--- config.mk ---
export PLATFORM = sky130hd
export DESIGN_NAME = data_mem_arbiter
export DESIGN_NICKNAME = d
export VERILOG_FILES = /design/src/rtl/data_mem_arbiter.sv
export SDC_FILE = /design/constraint.sdc
export NUM_CORES = 1
export LEC_CHECK = 0
export BUFFER_PORTS_ARGS = -buffer_cell sky130_fd_sc_hd__buf_2
export CORE_AREA = 10 10 110 112
export CTS_CLUSTER_DIAMETER = 40
export CTS_CLUSTER_SIZE = 8
export DETAILED_ROUTE_END_ITERATION = 7
export DIE_AREA = 0 0 120 122
export HOLD_SLACK_MARGIN = 0.15
export PLACE_DENSITY_LB_ADDON = 0.08
export SETUP_SLACK_MARGIN = 0.1
export SLEW_MARGIN = 20
export SYNTH_ARGS = -nofsm -noshare
export SYNTH_HDL_FRONTEND = slang
export SYNTH_SLANG_ARGS = --single-unit
--- constraint.sdc ---
create_clock -name CLK -period 4.45 [get_ports CLK]
set_clock_uncertainty 0.15 [all_clocks]
set_input_delay 1.1125 -clock CLK [delete_from_list [all_inputs] [get_ports CLK]]
set_output_delay 1.1125 -clock CLK [all_outputs]
set_load 0.01 [all_outputs]
--- src/rtl/data_mem_arbiter.sv ---
// data_mem_arbiter
//   Shares the byte-addressed data RAM between the CPU load/store path (port 0)
//   and the debug/DMA path (port 1). One request is latched at a time and
//   sequenced IDLE -> ACCESS -> RESP. Out-of-range accesses never touch memory.
//
// Ports
//   CLK, RST                 clock, synchronous active-high reset
//   mN_req/we/word/addr/wdata request from port N (held until mN_gnt)
//   mN_gnt                   one-cycle accept pulse (ACCESS cycle)
//   mN_rvalid/rdata/err      one-cycle completion (RESP cycle)
//   ram_addr/we/wdata        RAM address, write strobe, write data
//   ram_store_type           1 = word store, 0 = byte store
//   ram_load_type            1 = byte load, 0 = word load
//   ram_rdata                RAM combinational read data
module data_mem_arbiter #(
    parameter int unsigned MEM_BYTES  = 80,
    parameter int unsigned ADDR_W     = 7,
    parameter int unsigned STARVE_MAX = 4
) (
    input  logic              CLK,
    input  logic              RST,
    input  logic              m0_req,
    input  logic              m0_we,
    input  logic              m0_word,
    input  logic [ADDR_W-1:0] m0_addr,
    input  logic [31:0]       m0_wdata,
    output logic              m0_gnt,
    output logic              m0_rvalid,
    output logic [31:0]       m0_rdata,
    output logic              m0_err,
    input  logic              m1_req,
    input  logic              m1_we,
    input  logic              m1_word,
    input  logic [ADDR_W-1:0] m1_addr,
    input  logic [31:0]       m1_wdata,
    output logic              m1_gnt,
    output logic              m1_rvalid,
    output logic [31:0]       m1_rdata,
    output logic              m1_err,
    output logic [ADDR_W-1:0] ram_addr,
    output logic              ram_we,
    output logic              ram_store_type,
    output logic              ram_load_type,
    output logic [31:0]       ram_wdata,
    input  logic [31:0]       ram_rdata
);

    localparam int unsigned     CntW     = $clog2(STARVE_MAX + 1);
    localparam logic [CntW-1:0] StarveHi = CntW'(STARVE_MAX);
    // Range check is done one bit wider than the address so addr + 3 never wraps.
    localparam logic [ADDR_W:0] LastByte = (ADDR_W + 1)'(MEM_BYTES - 1);
    localparam logic [ADDR_W:0] WordTail = (ADDR_W + 1)'(3);

    typedef enum logic [1:0] {StIdle, StAccess, StResp} state_e;

    state_e            state_q, state_d;
    logic              port_q, port_d;
    logic              we_q, we_d;
    logic              word_q, word_d;
    logic              err_q, err_d;
    logic [ADDR_W-1:0] addr_q, addr_d;
    logic [31:0]       wdata_q, wdata_d;
    logic [31:0]       rdata_q, rdata_d;
    logic [CntW-1:0]   starve_q, starve_d;

    // Arbitration winner and its request fields
    logic              pick1;
    logic              sel_we, sel_word, sel_err;
    logic [ADDR_W-1:0] sel_addr;
    logic [31:0]       sel_wdata;
    logic [ADDR_W:0]   sel_end;

    always_comb begin
        pick1     = m1_req & (~m0_req | (starve_q == StarveHi));
        sel_we    = pick1 ? m1_we    : m0_we;
        sel_word  = pick1 ? m1_word  : m0_word;
        sel_addr  = pick1 ? m1_addr  : m0_addr;
        sel_wdata = pick1 ? m1_wdata : m0_wdata;
        // Last byte touched by the access; must still lie inside the RAM.
        sel_end   = {1'b0, sel_addr} + (sel_word ? WordTail : '0);
        sel_err   = sel_end > LastByte;
    end

    always_comb begin
        state_d  = state_q;
        port_d   = port_q;
        we_d     = we_q;
        word_d   = word_q;
        err_d    = err_q;
        addr_d   = addr_q;
        wdata_d  = wdata_q;
        rdata_d  = rdata_q;
        starve_d = starve_q;
        unique case (state_q)
            StIdle: begin
                if (!m1_req) begin
                    starve_d = '0;
                end
                if (m0_req || m1_req) begin
                    port_d  = pick1;
                    we_d    = sel_we;
                    word_d  = sel_word;
                    addr_d  = sel_addr;
                    wdata_d = sel_wdata;
                    err_d   = sel_err;
                    state_d = StAccess;
                    if (pick1) begin
                        starve_d = '0;
                    end else if (m1_req && (starve_q != StarveHi)) begin
                        // Port 1 lost a contested arbitration
                        starve_d = starve_q + 1'b1;
                    end
                end
            end
            StAccess: begin
                rdata_d = (!we_q && !err_q) ? ram_rdata : '0;
                state_d = StResp;
            end
            StResp: begin
                state_d = StIdle;
            end
            default: begin
                state_d = StIdle;
            end
        endcase
    end

    always_ff @(posedge CLK) begin
        if (RST) begin
            state_q  <= StIdle;
            port_q   <= 1'b0;
            we_q     <= 1'b0;
            word_q   <= 1'b0;
            err_q    <= 1'b0;
            addr_q   <= '0;
            wdata_q  <= '0;
            rdata_q  <= '0;
            starve_q <= '0;
        end else begin
            state_q  <= state_d;
            port_q   <= port_d;
            we_q     <= we_d;
            word_q   <= word_d;
            err_q    <= err_d;
            addr_q   <= addr_d;
            wdata_q  <= wdata_d;
            rdata_q  <= rdata_d;
            starve_q <= starve_d;
        end
    end

    // Outputs decode from registered state only, except ram_we which is also
    // gated by RST so a reset landing in ACCESS cannot write the RAM.
    logic in_access, in_resp;

    always_comb begin
        in_access      = (state_q == StAccess);
        in_resp        = (state_q == StResp);
        m0_gnt         = in_access & ~port_q;
        m1_gnt         = in_access & port_q;
        m0_rvalid      = in_resp & ~port_q;
        m1_rvalid      = in_resp & port_q;
        m0_rdata       = (in_resp & ~port_q) ? rdata_q : '0;
        m1_rdata       = (in_resp & port_q) ? rdata_q : '0;
        m0_err         = in_resp & ~port_q & err_q;
        m1_err         = in_resp & port_q & err_q;
        ram_addr       = in_access ? addr_q : '0;
        ram_we         = in_access & we_q & ~err_q & ~RST;
        ram_store_type = in_access & word_q;
        ram_load_type  = in_access & ~word_q;
        ram_wdata      = in_access ? wdata_q : '0;
    end

endmodule
==> results_dict.tcl <==
set metrics [dict create \
    status "completed" \
    port_buffers 229 \
    crit_path_cell_trace "nor2b_2 -> buf_4 -> and2_1 -> buf_2" \
    gp_congestion 0.766 \
    cts-buffers-inserted 9 \
    synth_edf_count 0 \
    synthAdderAreaFrac 0.0157 \
    grt_pass1_wl_um 22700 \
    dieHeight_um 122 \
    ff2ff_path_depth 11 \
    antenna_found_initial 3 \
    cts_setup_buffers 0 \
    yosysSeqAreaShare 0.358 \
    fill_cells 972 \
    yosys.area_share.simple 0.322 \
    finalHoldViolations 0 \
    synth_area_per_cell_um2 8.63 \
    hold_class "reg -> reg" \
    finalSetupTns_ns 0 \
    cap_violations 0 \
    die_w_um 120 \
    path_buf_inv 2 \
    h-tree-depth 3 \
    path_class "reg -> out" \
    dieArea_um2 14600 \
    arrival_ns 2.15 \
    drt_wl_total_um 14500 \
    area_growth_pct 29.7 \
    yosys_warnings 0 \
    routed-via-count 4355 \
    dpl.cell_count 842 \
    drive_gt1_frac 0.434 \
    muxShareOfSynthArea 0.00699 \
    io_pins 230 \
    clock-root-buffer "clkbuf_8" \
    cts_tree "yes" \
    grt_max_degree 82 \
    cts_hold_buf 0 \
    worst_ep_required_time_ns 3.19 \
    vias_per_cell 5.07 \
    crit_path_end_kind "output pin" \
    cts_sinks 80 \
    synth-main-ff-cell "dfxtp_1" \
    max_freq_mhz 293 \
    seq_area_um2 1600 \
    dp_hpwl_um 10600 \
    syn-num-nets 641 \
    overflow 0 \
    synth_compound_area_frac 0.228 \
    critPathLaunchType "register" \
    core_area_um2 10000 \
    path_clk_slew_ns 0.08 \
    final_cells 859 \
    holdWs_ns 0.345 \
    finalCriticalPeriod_ns 3.41 \
    clk_latency_ns 0.37 \
    routedWlPerCell_um 16.8 \
    critPathTopFamily "simple AND/OR/NAND/NOR gates" \
    path_depth 4 \
    synth_top_area_frac 0.358 \
    worst_pin_slew_ns 0.986 \
    placed_area_um2 5590 \
    gr-usage-all-layers 0.189 \
    final_nets 840 \
    num_rows 37 \
    fin_area_um2 5800 \
    slew_headroom 0.343 \
    cp_slowest_cell "nor2b_2" \
    rsz0062_at_grt "false" \
    initial_core_util 0.445 \
    vdd_drop_max_uv 139 \
    max_stage_delay_ns 0.65 \
    clockBufferDepth 2 \
    whs_path_depth 2 \
    netlist_area_um2 4470 \
    synth_top_family_by_area "simple AND/OR/NAND/NOR gates" \
    setup_viol 0 \
    ant_nets 0 \
    async_reset_ff_frac 0 \
    period_share 0.767 \
    p_per_area_nw_per_um2 303 \
    firstDrtPassIters 6 \
    p_leak_nw 2.84 \
    synth_seq_cells 80 \
    cp_max_fo 21 \
    synth_area_leaders "dfxtp_1 (36%), and2_1 (15%), a22oi_2 (8.4%)" \
    drc 0 \
    synth-xor-area-share 0 \
    synth_cells 518 \
    post_cts_resized 0 \
    yosys.area.top_type "dfxtp_1" \
    yosysUniqueCellTypes 41 \
    multi_input_area_um2 2580 \
    slew_viol_final 0 \
    grt_pass1_vias 4511 \
    drt_iter0_markers 190 \
]
-- metal layers --
metal	wire, um	part of all wire	up-vias	GRT usage
li1	-	-	2180	-
met1	5900	0.41	1985	0.207
met2	6980	0.48	167	0.318
met3	1330	0.092	19	0.0823
met4	240	0.017	4	0.0716
met5	21	0.0015	-	0
-- cells in the final DEF, fill, tap and decap left out, types with 2 or more instances in the layout --
cell	count
buf_2	228
and2_1	107
nor2_1	80
dfxtp_1	80
nand3_1	41
nand2_1	40
a22oi_2	30
a311oi_2	21
a311oi_1	18
clkbuf_8	11
inv_1	9
buf_4	9
ha_1	4
a211oi_1	3
mux2i_1	2
nor4b_1	2
o21ai_0	2
a32oi_1	2
a211o_1	2
nor2b_1	2
a22oi_1	2
a21oi_1	2
clkinv_2	2
clkinvlp_4	2
-- cells in the mapped netlist (2+ instances only) --
cell	n
a21oi_1	2
a22oi_2	30
a311oi_1	18
a211o_1	2
buf_2	11
nand2_1	40
mux2i_1	2
inv_1	9
ha_1	4
nor4b_1	2
clkbuf_1	23
and2_1	107
o21ai_0	2
a211oi_1	3
a32oi_1	2
a22oi_1	2
nor2b_1	3
nor2_1	80
nand2b_1	2
nand3_1	41
a311oi_2	21
dfxtp_1	80
buf_6	5
buf_4	10
-- cells by family after synthesis --
group / count (synthesis)
muxes: 3
adders and majority gates: 5
AOI/OAI and AO/OA: 91
and+or+nand+nor: 281
buffers and inverters: 58
DFF: 80
-- tightest hold or removal path, delay by kind of cell, from the launching register on --
kind               cells  cell delay, ns
AOI/OAI and AO/OA      1            0.05
DFF                    1            0.31
and+or+nand+nor        1            0.09
-- per-stage QoR --
stage / total power, mW / setup slack, ns / utilization
after floorplan: 1.10 / 0.972 / -
after global placement: 1.20 / 0.760 / 0.556
after detailed placement: 1.22 / 0.636 / 0.556
after CTS: 1.78 / 1.01 / 0.577
after global routing: 1.86 / 0.858 / 0.577
final: 1.76 / 1.04 / 0.577
-- flip-flops by register name (all words and copies together) (netlist names) --
signal / flops
addr_q: 7
err_q: 1
port_q: 1
rdata_q: 32
starve_q: 3
state_q: 2
wdata_q: 32
we_q: 1
word_q: 1
-- layout make-up --
| class | count | share of cell area |
|---|---|---|
| Tap cell | 136 | 0.0293 |
| Clock buffer | 11 | 0.0261 |
| Timing Repair Buffer | 237 | 0.208 |
| Antenna cell | 1 | 0.000431 |
| Clock inverter | 5 | 0.00949 |
| Multi-Input combinational cell | 380 | 0.444 |
| Inverter | 9 | 0.00583 |
| Sequential cell | 80 | 0.276 |
-- where the power goes --
group          switching [mW]  total (mW)  internal [mW]
combinational           0.216       0.376          0.160
clock                   0.276       0.563          0.288
sequential             0.0389       0.819          0.780
-- worst paths after layout --
path | start | to | slack, ns
setup / recovery | state_q[0] | ram_wdata[9] | 1.04
hold / removal | addr_q[4] | addr_q[4] | 0.34
setup reg to reg | starve_q[0] | err_q | 1.29
hold reg to reg | addr_q[4] | addr_q[4] | 0.34
Power figures use the tool's default switching activity.
